File: src/rtl/spi_slave_pkg.sv
// Shared types and constants for the SPI-slave / single-port-RAM subsystem.
package spi_slave_pkg;

    typedef enum logic [2:0] {
        IDLE,
        CHK_CMD,
        WRITE,
        READ_ADD,
        READ_DATA
    } spi_state_e;

    // Command codes carried in the top two bits of each frame; decoded by the RAM.
    localparam logic [1:0] WR_ADDR = 2'b00;
    localparam logic [1:0] WR_DATA = 2'b01;
    localparam logic [1:0] RD_ADDR = 2'b10;
    localparam logic [1:0] RD_DATA = 2'b11;

    // Bits shifted after the rw bit for the default 8-bit payload.
    localparam int unsigned FRAME_BITS = 10;

endpackage

File: src/rtl/spi_slave_if.sv
// SPI pins plus the RAM-side command/readback handshake of the SPI slave.
interface spi_slave_if #(
    parameter int unsigned DATA_W = 8
);
    logic              SS_n;
    logic              MOSI;
    logic              MISO;
    logic [DATA_W+1:0] rx_data;
    logic              rx_valid;
    logic [DATA_W-1:0] tx_data;
    logic              tx_valid;
    logic              cmd_err;

    modport slave (
        input  SS_n, MOSI, tx_data, tx_valid,
        output MISO, rx_data, rx_valid, cmd_err
    );

    modport master (
        output SS_n, MOSI, tx_data, tx_valid,
        input  MISO, rx_data, rx_valid, cmd_err
    );
endinterface

File: src/rtl/spi_miso_shifter.sv
// MISO readback shifter: parallel load, then DATA_W bits MSB first, then idles at 0.
module spi_miso_shifter #(
    parameter int unsigned DATA_W = 8
) (
    input  logic              clk,
    input  logic              rst_n,
    input  logic              load_i,
    input  logic              clear_i,
    input  logic [DATA_W-1:0] data_i,
    output logic              miso_o,
    output logic              busy_o
);
    localparam int unsigned CntW = $clog2(DATA_W + 1);

    logic [DATA_W-1:0] sr_q;
    logic [CntW-1:0]   cnt_q;
    logic              miso_q;

    // Load, then present one bit per clock; the load cycle itself still drives 0.
    always_ff @(posedge clk or negedge rst_n) begin
        if (!rst_n) begin
            sr_q   <= '0;
            cnt_q  <= '0;
            miso_q <= 1'b0;
        end else if (clear_i) begin
            sr_q   <= '0;
            cnt_q  <= '0;
            miso_q <= 1'b0;
        end else if (load_i) begin
            sr_q   <= data_i;
            cnt_q  <= CntW'(DATA_W);
            miso_q <= 1'b0;
        end else if (cnt_q != '0) begin
            miso_q <= sr_q[DATA_W-1];
            sr_q   <= sr_q << 1;
            cnt_q  <= cnt_q - CntW'(1);
        end else begin
            miso_q <= 1'b0;
        end
    end

    assign miso_o = miso_q;
    assign busy_o = (cnt_q != '0);
endmodule

File: src/rtl/spi_slave.sv
// SPI slave front end: deserialises rw + command frames for the RAM and
// serialises RAM read data back on MISO.
// Optional build macro SPI_SLAVE_CMD_CHECK_EN enables command-code checking (cmd_err).
module spi_slave
    import spi_slave_pkg::*;
#(
    parameter int unsigned DATA_W = 8
) (
    input logic       clk,
    input logic       rst_n,
    spi_slave_if.slave bus
);
    localparam int unsigned FrameW = DATA_W + 2;
    localparam int unsigned CntW   = $clog2(FrameW + 1);
    localparam logic [CntW-1:0] CntLast = CntW'(FrameW - 1);
    localparam logic [CntW-1:0] CntDone = CntW'(FrameW);

    spi_state_e        state_q;
    logic [CntW-1:0]   cnt_q;
    logic [FrameW-1:0] sh_q;
    logic [FrameW-1:0] rx_data_q;
    logic              rx_valid_q;
    logic              rd_addr_seen_q;
    logic              rd_wait_q;     // READ_DATA frame done, waiting for tx_valid
    logic [FrameW-1:0] word_w;
    logic              cmd_ok;
    logic              abort;
    logic              shift_busy;
    logic              shift_load;

    assign word_w = {sh_q[FrameW-2:0], bus.MOSI};
    assign abort  = (state_q != IDLE) && bus.SS_n;

`ifdef SPI_SLAVE_CMD_CHECK_EN
    logic rw_q;
    logic cmd_err_q;

    // Code MSB must echo the rw bit; read frames must carry the matching read code.
    always_comb begin
        cmd_ok = (word_w[FrameW-1] == rw_q);
        if (state_q == READ_ADD)  cmd_ok = cmd_ok && (word_w[FrameW-1 -: 2] == RD_ADDR);
        if (state_q == READ_DATA) cmd_ok = cmd_ok && (word_w[FrameW-1 -: 2] == RD_DATA);
    end

    assign bus.cmd_err = cmd_err_q;
`else
    assign cmd_ok      = 1'b1;
    assign bus.cmd_err = 1'b0;
`endif

    // Frame FSM with registered rx outputs and read-address tracking.
    always_ff @(posedge clk or negedge rst_n) begin
        if (!rst_n) begin
            state_q        <= IDLE;
            cnt_q          <= '0;
            sh_q           <= '0;
            rx_data_q      <= '0;
            rx_valid_q     <= 1'b0;
            rd_addr_seen_q <= 1'b0;
            rd_wait_q      <= 1'b0;
`ifdef SPI_SLAVE_CMD_CHECK_EN
            rw_q           <= 1'b0;
            cmd_err_q      <= 1'b0;
`endif
        end else begin
            rx_valid_q <= 1'b0;
`ifdef SPI_SLAVE_CMD_CHECK_EN
            cmd_err_q  <= 1'b0;
`endif
            if (abort) begin
                state_q   <= IDLE;
                cnt_q     <= '0;
                sh_q      <= '0;
                rd_wait_q <= 1'b0;
            end else begin
                unique case (state_q)
                    IDLE: begin
                        cnt_q <= '0;
                        if (!bus.SS_n) state_q <= CHK_CMD;
                    end
                    CHK_CMD: begin
`ifdef SPI_SLAVE_CMD_CHECK_EN
                        rw_q <= bus.MOSI;
`endif
                        if (!bus.MOSI)          state_q <= WRITE;
                        else if (rd_addr_seen_q) state_q <= READ_DATA;
                        else                    state_q <= READ_ADD;
                    end
                    WRITE, READ_ADD, READ_DATA: begin
                        if (cnt_q != CntDone) begin
                            sh_q  <= word_w;
                            cnt_q <= cnt_q + CntW'(1);
                            if (cnt_q == CntLast) begin
                                if (cmd_ok) begin
                                    rx_data_q  <= word_w;
                                    rx_valid_q <= 1'b1;
                                    if (state_q == READ_ADD) rd_addr_seen_q <= 1'b1;
                                    if (state_q == READ_DATA) begin
                                        rd_addr_seen_q <= 1'b0;
                                        rd_wait_q      <= 1'b1;
                                    end
                                end else begin
`ifdef SPI_SLAVE_CMD_CHECK_EN
                                    cmd_err_q <= 1'b1;
`endif
                                end
                            end
                        end else if (shift_load) begin
                            rd_wait_q <= 1'b0;
                        end
                    end
                    default: state_q <= IDLE;
                endcase
            end
        end
    end

    assign shift_load = rd_wait_q && bus.tx_valid && (state_q == READ_DATA) && !bus.SS_n
                        && !shift_busy;

    spi_miso_shifter #(
        .DATA_W (DATA_W)
    ) u_miso_shifter (
        .clk     (clk),
        .rst_n   (rst_n),
        .load_i  (shift_load),
        .clear_i (abort),
        .data_i  (bus.tx_data),
        .miso_o  (bus.MISO),
        .busy_o  (shift_busy)
    );

    assign bus.rx_data  = rx_data_q;
    assign bus.rx_valid = rx_valid_q;
endmodule

File: src/flat_wrapper.sv
// flat-port wrapper written by rule: the top's interface ports become plain ports
module spi_slave_flat import spi_slave_pkg::*;
#(
    parameter int unsigned DATA_W = 8
)
  (clk, rst_n, bus_SS_n, bus_MOSI, bus_tx_data, bus_tx_valid, bus_MISO, bus_rx_data, bus_rx_valid, bus_cmd_err);
  spi_slave_if #(.DATA_W(DATA_W)) bus_i ();
  input logic clk;
  input logic rst_n;
  input wire logic [$bits(bus_i.SS_n)-1:0] bus_SS_n;
  input wire logic [$bits(bus_i.MOSI)-1:0] bus_MOSI;
  input wire logic [$bits(bus_i.tx_data)-1:0] bus_tx_data;
  input wire logic [$bits(bus_i.tx_valid)-1:0] bus_tx_valid;
  output wire logic [$bits(bus_i.MISO)-1:0] bus_MISO;
  output wire logic [$bits(bus_i.rx_data)-1:0] bus_rx_data;
  output wire logic [$bits(bus_i.rx_valid)-1:0] bus_rx_valid;
  output wire logic [$bits(bus_i.cmd_err)-1:0] bus_cmd_err;
  assign bus_i.SS_n = bus_SS_n;
  assign bus_i.MOSI = bus_MOSI;
  assign bus_i.tx_data = bus_tx_data;
  assign bus_i.tx_valid = bus_tx_valid;
  assign bus_MISO = bus_i.MISO;
  assign bus_rx_data = bus_i.rx_data;
  assign bus_rx_valid = bus_i.rx_valid;
  assign bus_cmd_err = bus_i.cmd_err;
  spi_slave #(.DATA_W(DATA_W)) u_core (.clk(clk), .rst_n(rst_n), .bus(bus_i));
endmodule
File: config.mk
export PLATFORM = sky130hd
export DESIGN_NAME = spi_slave_flat
export DESIGN_NICKNAME = d
export VERILOG_FILES = /design/src/rtl/spi_slave_pkg.sv /design/src/rtl/spi_slave_if.sv /design/src/rtl/spi_miso_shifter.sv /design/src/rtl/spi_slave.sv /design/src/flat_wrapper.sv
export SDC_FILE = /design/constraint.sdc
export NUM_CORES = 1
export LEC_CHECK = 0
export CORE_UTILIZATION = 62
export DETAILED_ROUTE_END_ITERATION = 10
export DONT_BUFFER_PORTS = 1
export GPL_ROUTABILITY_DRIVEN = 0
export GPL_TIMING_DRIVEN = 0
export PLACE_DENSITY_LB_ADDON = 0.05
export SLEW_MARGIN = 40
export SYNTH_ARGS = -nofsm -noshare
export SYNTH_HDL_FRONTEND = slang
export SYNTH_HIERARCHICAL = 1
export SYNTH_SLANG_ARGS = --single-unit
export TNS_END_PERCENT = 30
File: constraint.sdc
create_clock -name clk -period 3.5 [get_ports clk]
set_input_delay 0.525 -clock clk [delete_from_list [all_inputs] [get_ports clk]]
set_output_delay 0.525 -clock clk [all_outputs]
set_load 0.02 [all_outputs]
==> results of run 1 <==
registers in the layout (all words and copies together) (netlist names):
name	count
u_core/u_miso_shifter/cnt_q	4
u_core/bus.rx_valid	1
u_core/rd_wait_q	1
u_core/bus.rx_data	10
u_core/sh_q	9
u_core/state_q	3
u_core/u_miso_shifter/sr_q	8
u_core/u_miso_shifter/miso_o	1
u_core/rd_addr_seen_q	1
u_core/cnt_q	4
final timing paths:
path                                            endpoint                           start
setup / recovery           u_core/u_miso_shifter/sr_q[4]  u_core/u_miso_shifter/cnt_q[0]
max in group asynchronous                u_core/cnt_q[2]                           rst_n
min in group asynchronous                 u_core/sh_q[7]                           rst_n
hold reg to reg                           u_core/sh_q[8]                  u_core/sh_q[8]
setup reg to reg           u_core/u_miso_shifter/sr_q[4]  u_core/u_miso_shifter/cnt_q[0]
hold / removal                         u_core/state_q[1]                        bus_SS_n
report_power, final:
group / leakage (nW) / switching [mW] / internal, mW
clock network: 0.0318 / 0.168 / 0.0820
registers: 0.571 / 0.0445 / 0.546
logic: 0.447 / 0.181 / 0.196
layout by cell type (no fill, tap or decap), types with 2 or more instances in the layout:
| cell type | n |
|---|---|
| a2111oi_2 | 7 |
| a211oi_1 | 2 |
| a21oi_1 | 8 |
| a22o_1 | 11 |
| buf_12 | 2 |
| buf_2 | 2 |
| buf_6 | 5 |
| clkbuf_4 | 5 |
| dfrtp_1 | 42 |
| ha_1 | 4 |
| inv_1 | 11 |
| mux2_2 | 3 |
| mux2_4 | 9 |
| mux2i_1 | 2 |
| nand2_1 | 5 |
| nand3b_1 | 3 |
| nor2_1 | 17 |
| nor2b_1 | 2 |
| nor3_1 | 12 |
| or3b_1 | 2 |
| xnor2_1 | 2 |
area by class of cell:
| class | instances | area [sq um] |
|---|---|---|
| Multi-Input combinational cell | 106 | 858 |
| Clock buffer | 5 | 37.5 |
| Sequential cell | 42 | 1050 |
| Timing Repair Buffer | 2 | 30.0 |
| Clock inverter | 3 | 25.0 |
| Tap cell | 44 | 55.1 |
| Buffer | 11 | 101 |
| Inverter | 12 | 45.0 |
| Fill cell | 242 | 900 |
synthesized netlist by cell type (all sizes together):
cell type / number
dfrtp: 42
o21a: 1
a31oi: 1
nor2b: 2
nand3b: 3
a211oi: 2
nand4: 1
a221oi: 1
o21ai: 2
o221a: 1
mux2: 12
ha: 4
mux2i: 2
a2111oi: 8
a221o: 1
nor3b: 1
clkbuf: 1
buf: 10
nor3: 13
inv: 11
o211a: 1
conb: 1
a21oi: 8
nor2: 18
xnor2: 2
a22o: 11
or3b: 2
nand3: 1
and3: 1
and3b: 1
clkinv: 1
nand2: 5
metrics by stage:
stage	hold WS [ns]	cell area (sq um)
CTS	0.210	2200
finish	0.225	2200
global route	0.205	2200
floorplan	0.229	2060
detailed placement	0.230	2110
global placement	0.230	2110
routing by layer:
metal / vias up / track usage, %
met1: 658 / 28.6
met5: - / 0
met2: 23 / 37.2
li1: 632 / -
met4: 0 / 7.97
met3: 8 / 7.86
logic make-up after synthesis:
| group | count (synthesis) | share of synthesized area [%] |
|---|---|---|
| xor gates and xnor gates | 2 | 0.852 |
| adders and majority gates | 4 | 2.43 |
| DFF | 42 | 51.1 |
| muxes | 14 | 9.19 |
| AOI/OAI and AO/OA | 37 | 16.6 |
| buffers and inverters | 23 | 7.12 |
| other | 1 | 0.182 |
| and+or+nand+nor | 48 | 12.5 |
==> summary.md, run 1 <==
| Metric | Value |
|---|---|
| Result of the run | `completed` |
| Synth Area per Inst | `12.0 sq um` |
| Final layout net count | `197` |
| Post-CTS Setup Inserts | `0` |
| Vias in the first global route | `1320` |
| Number of logic stages on the critical path including buffering | `12` |
| Worst path cell trace | `inv_1 > ha_1 > or3b_1 > buf_6 > buf_12 > nor2_1 > nand4_1 > inv_1 > buf_2 > clkbuf_1 > nor2_1 > a2111oi_2` |
| Syn Nets | `188` |
| Global Route Usage Sum | `23.0%` |
| Count of max-cap constraint violations | `0` |
| Hold violation total from the final report | `0` |
| Kind of cell adding the most delay to the critical path | `buffers and inverters` |
| Startpoint type of the worst setup path | `flop` |
| Power per cell area | `553 nW/um^2` |
| Number of vias after detailed routing | `1321` |
| Gates resized, CTS repair | `0` |
| Fin crit period | `2.85 ns` |
| I/O Buffers | `0` |
| Cell depth of the worst min-delay path | `1` |
| Overflow after GRT | `0` |
| Setup repair after global routing missed its margin | `no` |
| Highest-delay cell along the critical path | `dfrtp_1` |
| Clock tree from TritonCTS | `yes` |
| Clock Root Buffer | `clkbuf_4` |
| Area fraction of the dominant cell type after synthesis | `51.1%` |
| Path class of the lowest-slack min-delay path | `input pin to flop` |
| Data required time of the worst path | `3.75 ns` |
| Routed vias/inst | `5.87` |
| Antenna violations before repair | `0` |
| Final count of pins violating max slew | `0` |
| R2r setup slk | `0.65 ns` |
| Post-CTS clock slew at the launch and capture registers of the worst setup and hold paths | `0.13 ns` |
| Utilization after layout | `71.0%` |
| Layout cell share with drive strength beyond 1 | `23.8%` |
| Count of buffer and inverter cells on the critical path | `6` |
| Detailed-routing iteration count for the pre-antenna-repair pass | `4` |
| Nature of the critical path endpoint | `flop` |
| Average wire per standard cell | `15.5 microns` |
| Pin count of the biggest net entering global routing | `43` |
| Total wire length | `3490 microns` |
| DRC Markers | `0` |
| Maximum net fanout on the critical path | `10` |
| Layout Skew | `0.00724 ns` |
| Clock latency of the later-clocked register in the worst-skew pair | `0.35 ns` |
| Global-route wire length before repair | `5980 microns` |
| Clk sink count | `42` |
| Worst slew pin tran | `0.586 ns` |
| Met2 routed WL | `1750 microns` |
| WP data arrival | `3.09 ns` |
| Post-route met1 wirelength | `1510 microns` |
| Seq/Total Area, Yosys | `51.1%` |
| Cell count after synthesis | `171` |
| Kind of critical path | `flop to flop` |
| R2r worst-path depth | `12` |
| Worst slew margin relative to its limit | `60.9%` |
| Diodes inserted | `0` |
| Worst slack after detailed placement | `0.686 ns` |
| Leakage power of the design | `1.05 nW` |
| Violation count after the first detailed-routing iteration | `66` |
| Yosys synthesis warning count | `6` |
| Post-detailed-placement half-perimeter wirelength | `2460 microns` |
| Biggest area contributors in the synthesized netlist | `dfrtp_1, mux2_4, a2111oi_2` |
| Stage delay of the slowest cell on the critical path | `0.43 ns` |
| Post-layout instance count excluding filler cells | `225` |
| Initial standard-cell utilization of the core | `66.3%` |
| Library cells used by synthesis | `41` |
| Final setup violation count | `0` |
| Smallest setup slack after layout | `0.653 ns` |
| Number of storage elements in the synthesis netlist | `42` |
| Core box area | `3100 sq um` |
| Fmax | `351 MHz` |
| Top cell type by total area after synthesis | `dfrtp_1` |
| Post-placement cell count | `215` |
| Inserted Clock Buffers | `5` |
| Power after layout | `1.22 mW` |
| Antenna Nets Post-Route | `0` |
| Cell area after synthesis | `2060 sq um` |
| Post-CTS Hold Buffers | `2` |
| IO Pins | `26` |
| Floorplan row count | `20` |
| Maximum clock insertion buffer count | `2` |
| Layout Area Growth over Synthesis | `7.18%` |
| Die Span Y | `59.6 microns` |
| Peak supply drop | `0.355 mV` |
| Horizontal die dimension | `59.6 microns` |
| Die footprint | `3550 sq um` |
| Final period util | `81.3%` |
| H-tree Lvls | `2` |
| Wire length on met3 | `164 microns` |
| Uppermost layer routed | `met4` |
| Setup_tns | `0 ns` |
No activity file was read; power rests on OpenSTA's default activity.
==> run 2, diff against run 1 <==
- CORE_UTILIZATION: 62 -> 56
- clock period: 3.5 -> 2.6 ns (I/O delays scaled with it)
==> run 2 against run 1 <==
  * Register-to-register slack got worse by 0.46 ns
  * Worst setup slack got worse by 0.46 ns
  * Clock skew increased by 0.0039 ns
  * Critical path type unchanged
==> summary.md, run 2 (same netlist as run 1, synthesis figures left out) <==
| Metric | Value |
|---|---|
| Result of the run | `completed (unchanged)` |
| Final setup violation count | `0 (unchanged)` |
| Nature of the critical path endpoint | `flop (unchanged)` |
| Clock tree from TritonCTS | `yes (unchanged)` |
| Peak supply drop | `0.286 mV (was 0.355 mV)` |
| Area occupied by registers | `1050 sq um (unchanged)` |
| Clock latency of the later-clocked register in the worst-skew pair | `0.35 ns (about the same)` |
| Worst path cell trace | `inv_1 > ha_2 > or3b_1 > buf_6 > buf_12 > nor2_1 > nand4_1 > inv_1 > buf_6 > buf_8 > nor2_1 > a2111oi_2 (was inv_1 > ha_1 > or3b_1 > buf_6 > buf_12 > nor2_1 > nand4_1 > inv_1 > buf_2 > clkbuf_1 > nor2_1 > a2111oi_2)` |
| Maximum clock insertion buffer count | `2 (unchanged)` |
| IO Pins | `26 (unchanged)` |
| Commonest cells after routing, fill and taps aside | `dfrtp_1, nor2_1, nor3_1, inv_1, a22o_1 (unchanged)` |
| Power after layout | `1.72 mW (was 1.22 mW)` |
| Endpoint of the worst-slack reg-to-reg timing path | `u_core/u_miso_shifter/sr_q[4] (unchanged)` |
| Beginning of the worst register-to-register path | `u_core/u_miso_shifter/cnt_q[0] (unchanged)` |
| Detailed-routing iteration count for the pre-antenna-repair pass | `4 (unchanged)` |
| Clk sink count | `42 (unchanged)` |
| Data required time of the worst path | `2.85 ns (was 3.75 ns)` |
| Vias in the first global route | `1412 (was 1320)` |
| Post-CTS clock slew at the launch and capture registers of the worst setup and hold paths | `0.12 ns (was 0.13 ns)` |
| Core box area | `3420 sq um (was 3100 sq um)` |
| Pin count of the biggest net entering global routing | `43 (unchanged)` |
| Area occupied by multi-input gates | `861 sq um (was 858 sq um)` |
| WP data arrival | `2.65 ns (was 3.09 ns)` |
| Post-placement cell count | `217 (was 215)` |
| Overflow after GRT | `0 (unchanged)` |
| Number of vias after detailed routing | `1309 (was 1321)` |
| Count of max-cap constraint violations | `0 (unchanged)` |
| Final layout net count | `197 (unchanged)` |
| Hold Crit Endpoint | `u_core/state_q[1] (unchanged)` |
| Kind of critical path | `flop to flop (unchanged)` |
| Filler instances | `277 (was 242)` |
| Hold violation total from the final report | `0 (unchanged)` |
| Maximum net fanout on the critical path | `10 (unchanged)` |
| Met2 routing resource usage after global routing | `35.5% (was 37.2%)` |
| Post-detailed-placement half-perimeter wirelength | `2490 microns (was 2460 microns)` |
| Fin crit period | `2.40 ns (was 2.85 ns)` |
| Antenna Nets Post-Route | `0 (unchanged)` |
| Horizontal die dimension | `62.6 microns (was 59.6 microns)` |
| Initial standard-cell utilization of the core | `60.2% (was 66.3%)` |
| Antenna violations before repair | `0 (unchanged)` |
| Utilization after layout | `65.8% (was 71.0%)` |
| Final period util | `92.4% (was 81.3%)` |
| Leakage power of the design | `1.06 nW (was 1.05 nW)` |
| Worst slew margin relative to its limit | `62.6% (was 60.9%)` |
| Leading cell type in the layout, fill and taps excluded | `dfrtp_1 (unchanged)` |
| Violation count after the first detailed-routing iteration | `57 (was 66)` |
| Power per cell area | `764 nW/um^2 (was 553 nW/um^2)` |
| Die Span Y | `62.6 microns (was 59.6 microns)` |
| Global-route wire length before repair | `6410 microns (was 5980 microns)` |
| Global Route Usage Sum | `21.0% (was 23.0%)` |
| I/O Buffers | `0 (unchanged)` |
| Worst slew pin tran | `0.561 ns (was 0.586 ns)` |
| Layout Skew | `0.0111 ns (was 0.00724 ns)` |
| Floorplan row count | `21 (was 20)` |
| R2r setup slk | `0.20 ns (was 0.65 ns)` |
| Final count of pins violating max slew | `0 (unchanged)` |
| Layout Area Growth over Synthesis | `9.25% (was 7.18%)` |
| Total wire length | `3610 microns (was 3490 microns)` |
| Diodes inserted | `0 (unchanged)` |
| Highest-delay cell along the critical path | `dfrtp_1 (unchanged)` |
| Global routing's busiest layer | `met2 (unchanged)` |
| Clock Root Buffer | `clkbuf_4 (unchanged)` |
| Fmax | `416 MHz (was 351 MHz)` |
| Routed vias/inst | `5.77 (was 5.87)` |
| Number of flip-flops in the largest register | `10 (unchanged)` |
| Inserted Clock Buffers | `5 (unchanged)` |
| Average wire per standard cell | `15.9 microns (was 15.5 microns)` |
| Post-layout instance count excluding filler cells | `227 (was 225)` |
| Path class of the lowest-slack min-delay path | `input pin to flop (unchanged)` |
| DRC Markers | `0 (unchanged)` |
| Worst Min Path Start | `bus_SS_n (unchanged)` |
| Cell depth of the worst min-delay path | `1 (unchanged)` |
| Layout cell share with drive strength beyond 1 | `24.9% (was 23.8%)` |
| Die footprint | `3920 sq um (was 3550 sq um)` |
| H-tree Lvls | `2 (unchanged)` |
| Startpoint type of the worst setup path | `flop (unchanged)` |
| Met3 capacity usage during global routing | `5.11% (was 7.86%)` |
| Stage delay of the slowest cell on the critical path | `0.42 ns (was 0.43 ns)` |
| R2r worst-path depth | `12 (unchanged)` |
| Fraction of met1 tracks used by global routing | `26.2% (was 28.6%)` |
-- run 2: cell count changes in the layout (fill, tap and decap cells not counted), sizes merged --
cell,change
buf,+1
bufinv,+1
clkinv,-2
clkinvlp,+1
inv,-1
-- run 2: metal layers --
metal / vias up / wire [microns]
met5: - / 0
met2: 23 / 1780
met1: 650 / 1640
met3: 5 / 124
met4: 0 / 54
li1: 631 / -
-- run 2: layout make-up --
type	instances	share of cell area, %
flip-flops and latches	42	46.8
multi-input cells	106	38.3
plain buffers	11	5.29
well taps	46	2.56
inverters	12	2.17
clock buffers	6	1.84
clock inverters	2	1.67
repair buffers	2	1.34
-- run 2: repair_timing --
item                       CTS  global route
pin swaps                    0             2
hold endpoints to repair    42             0
setup endpoints to repair    5             9
gates cloned                 0             0
resized for setup            2             8
buffers inserted             0             0
hold buffers                 2             0
-- run 2: worst max-delay path by stage --
stage               cells after the start  slack [ns]                            end                      startpoint
floorplan                              12        0.11  u_core/u_miso_shifter/sr_q[3]  u_core/u_miso_shifter/cnt_q[0]
global placement                       12       -0.12  u_core/u_miso_shifter/sr_q[7]  u_core/u_miso_shifter/cnt_q[0]
detailed placement                     12       -0.16  u_core/u_miso_shifter/sr_q[6]  u_core/u_miso_shifter/cnt_q[0]
CTS                                    12        0.03  u_core/u_miso_shifter/sr_q[6]  u_core/u_miso_shifter/cnt_q[0]
global route                           12      -0.004  u_core/u_miso_shifter/sr_q[5]  u_core/u_miso_shifter/cnt_q[0]
finish                                 12        0.20  u_core/u_miso_shifter/sr_q[4]  u_core/u_miso_shifter/cnt_q[0]
-- run 2: critical path, delay by kind of cell (launching register included) --
family / cells / cell delay (ns)
AND/OR/NAND/NOR: 4 / 0.61
flip-flops: 1 / 0.42
adder cells (fa/ha/maj): 1 / 0.19
buffers and inverters: 6 / 0.75
AO/OA/AOI/OAI: 1 / 0.34
-- run 2: metrics by stage --
step	setup TNS, ns	hold WS, ns	setup WS (ns)	cell area (sq um)
finish	0	0.0966	0.198	2250
global route	-0.00374	0.0714	-0.00374	2250
CTS	0	0.0771	0.0255	2230
detailed placement	-0.639	0.0952	-0.157	2110
global placement	-0.575	0.0952	-0.121	2110
floorplan	0	0.0944	0.112	2060
-- run 2: where the power goes --
part | internal [mW] | switching [mW] | leakage, nW | total [mW]
Sequential | 0.735 | 0.0610 | 0.571 | 0.797
Clock | 0.203 | 0.207 | 0.0385 | 0.410
Combinational | 0.266 | 0.244 | 0.452 | 0.510
==> run 3, diff against run 2 <==
- CORE_ASPECT_RATIO: unset -> 2
==> run 3 against run 2 <==
  * Largest cell class unchanged
  * Sequential cell count unchanged
  * Cell count increased by 0.88%
  * Hold slack improved by 0.068 ns
  * Non-clock buffer count unchanged
  * Largest power group unchanged
  * Sequential share of layout area decreased by 0.69 points
  * Count of clock-buffer cells in the layout unchanged
  * Critical path depth unchanged
  * Cell area increased by 1.5%
  * Combinational power about the same
  * Die area increased by 0.36%
  * Clock skew decreased by 0.0044 ns
==> summary.md, run 3 (same netlist as run 1, synthesis figures left out) <==
| Metric | Value |
|---|---|
| Final setup violation count | `0 (unchanged)` |
| Setup_tns | `0 ns (unchanged)` |
| Diodes inserted | `0 (unchanged)` |
| Overflow after GRT | `0 (unchanged)` |
| Post-layout instance count excluding filler cells | `229 (was 227)` |
| Layout Skew | `0.00669 ns (was 0.0111 ns)` |
| Average wire per standard cell | `16.8 microns (was 15.9 microns)` |
| IO Pins | `26 (unchanged)` |
| Area occupied by multi-input gates | `861 sq um (unchanged)` |
| Vias in the first global route | `1459 (was 1412)` |
| Floorplan row count | `30 (was 21)` |
| Worst slew margin relative to its limit | `61.5% (was 62.6%)` |
| Horizontal die dimension | `44.8 microns (was 62.6 microns)` |
| Die Span Y | `87.7 microns (was 62.6 microns)` |
| Final period util | `95.2% (was 92.4%)` |
| Final standard cell area without fillers | `2280 sq um (was 2250 sq um)` |
| Final count of pins violating max slew | `0 (unchanged)` |
| Global Route Usage Sum | `22.5% (was 21.0%)` |
| Nature of the critical path endpoint | `flop (unchanged)` |
| Power per cell area | `794 nW/um^2 (was 764 nW/um^2)` |
| Hold violation total from the final report | `0 (unchanged)` |
| Maximum net fanout on the critical path | `10 (unchanged)` |
| Pin count of the biggest net entering global routing | `43 (unchanged)` |
| Startpoint type of the worst setup path | `flop (unchanged)` |
| Number of vias after detailed routing | `1329 (was 1309)` |
| Data required time of the worst path | `2.79 ns (was 2.85 ns)` |
| Total wire length | `3850 microns (was 3610 microns)` |
| Leading cell type in the layout, fill and taps excluded | `dfrtp_1 (unchanged)` |
| Detailed-routing iteration count for the pre-antenna-repair pass | `4 (unchanged)` |
| Kind of critical path | `flop to flop (unchanged)` |
| Antenna Nets Post-Route | `0 (unchanged)` |
| Core box area | `3450 sq um (was 3420 sq um)` |
| Violation count after the first detailed-routing iteration | `23 (was 57)` |
| Post-placement cell count | `219 (was 217)` |
| Result of the run | `completed (unchanged)` |
| Routed vias/inst | `5.80 (was 5.77)` |
| Number of flip-flops in the largest register | `10 (unchanged)` |
| Fmax | `404 MHz (was 416 MHz)` |
| Fin crit period | `2.48 ns (was 2.40 ns)` |
| Clock tree from TritonCTS | `yes (unchanged)` |
| Layout Area Growth over Synthesis | `10.9% (was 9.25%)` |
| Peak supply drop | `0.418 mV (was 0.286 mV)` |
| Maximum clock insertion buffer count | `2 (unchanged)` |
| Layout cell share with drive strength beyond 1 | `24.9% (unchanged)` |
| Clock latency of the later-clocked register in the worst-skew pair | `0.29 ns (was 0.35 ns)` |
| Path class of the lowest-slack min-delay path | `input pin to flop (unchanged)` |
| Area occupied by registers | `1050 sq um (unchanged)` |
| Setup repair after global routing missed its margin | `no` |
| I/O Buffers | `0 (unchanged)` |
| Post-CTS clock slew at the launch and capture registers of the worst setup and hold paths | `0.08 ns (was 0.12 ns)` |
| Die footprint | `3930 sq um (was 3920 sq um)` |
| DRC Markers | `0 (unchanged)` |
| Inserted Clock Buffers | `5 (unchanged)` |
| Final layout net count | `197 (unchanged)` |
| Antenna violations before repair | `0 (unchanged)` |
| H-tree Lvls | `2 (unchanged)` |
| Commonest cells after routing, fill and taps aside | `dfrtp_1, nor2_1, nor3_1, inv_1, a22o_1 (unchanged)` |
| Worst slew pin tran | `0.578 ns (was 0.561 ns)` |
| Leakage power of the design | `1.07 nW (was 1.06 nW)` |
| Post-detailed-placement half-perimeter wirelength | `2760 microns (was 2490 microns)` |
| Clk sink count | `42 (unchanged)` |
| Initial standard-cell utilization of the core | `59.5% (was 60.2%)` |
| Clock Root Buffer | `clkbuf_8 (was clkbuf_4)` |
| Count of max-cap constraint violations | `0 (unchanged)` |
| Worst-case hold slack | `0.165 ns (was 0.0966 ns)` |
| Total cell area at the placement stage | `2120 sq um (was 2110 sq um)` |
| Post-CTS Setup Inserts | `0 (unchanged)` |
| WP data arrival | `2.66 ns (was 2.65 ns)` |
| Filler instances | `285 (was 277)` |
| Global-route wire length before repair | `6440 microns (was 6410 microns)` |
==> run 3: cell types whose count changed in the layout (fill, tap and decap cells not counted) <==
cell,before,now
clkbuf_4,5,0
clkbuf_8,0,5
==> run 3: power by group <==
part	internal, mW	switching [mW]	leakage (nW)	total, mW
clock	0.286	0.213	0.0514	0.500
combinational	0.266	0.246	0.452	0.512
sequential	0.736	0.0631	0.571	0.799
total	1.29	0.522	1.07	1.81
==> run 3: layout make-up <==
type,count,area share [%]
plain buffers,11,5.21
clock buffers,6,3.18
clock inverters,2,1.65
inverters,12,2.14
multi-input cells,106,37.8
flip-flops and latches,42,46.1
well taps,48,2.63
repair buffers,2,1.32
==> run 3: metrics by stage <==
stage,power [mW],utilization (%),setup WS [ns]
CTS,1.83,65.7,0.0210
finish,1.81,66.0,0.124
floorplan,1.23,-,0.112
global placement,1.28,61.3,-0.190
global route,1.91,66.0,0.0311
detailed placement,1.31,61.3,-0.272
==> run 3: final timing paths <==
| path | depth (start not counted) | slack [ns] | from | end |
|---|---|---|---|---|
| min in group asynchronous | 2 | 0.57 | rst_n | u_core/u_miso_shifter/sr_q[6] |
| hold / removal | 1 | 0.16 | bus_SS_n | u_core/state_q[1] |
| setup / recovery | 12 | 0.12 | u_core/u_miso_shifter/cnt_q[0] | u_core/u_miso_shifter/sr_q[6] |
| max in group asynchronous | 2 | 1.83 | rst_n | u_core/cnt_q[1] |
| setup reg to reg | 12 | 0.12 | u_core/u_miso_shifter/cnt_q[0] | u_core/u_miso_shifter/sr_q[6] |
| hold reg to reg | 1 | 0.53 | u_core/sh_q[8] | u_core/sh_q[8] |
==> run 3: worst max-delay path, stage by stage, from the launching register on <==
cell	delay, ns
dfrtp_1	0.41
inv_1	0.07
ha_2	0.19
or3b_1	0.37
buf_6	0.16
buf_12	0.15
nor2_1	0.10
nand4_1	0.14
inv_1	0.10
buf_6	0.15
buf_8	0.14
nor2_1	0.06
a2111oi_2	0.34
==> run 3: layer usage <==
metal / vias up / wire length, microns / global-route usage [%]
met2: 30 / 2120 / 41.0
li1: 627 / - / -
met5: - / 0 / 0
met1: 663 / 1490 / 23.4
met3: 9 / 150 / 4.33
met4: 0 / 91 / 11.3
==> run 3: what timing repair did <==
action                                  in CTS  in global routing
pin swaps                                    0                  3
hold endpoints to repair                    42                  0
hold buffers                                 2                  0
resized for setup                            4                  4
endpoints found under the setup margin       8                  8
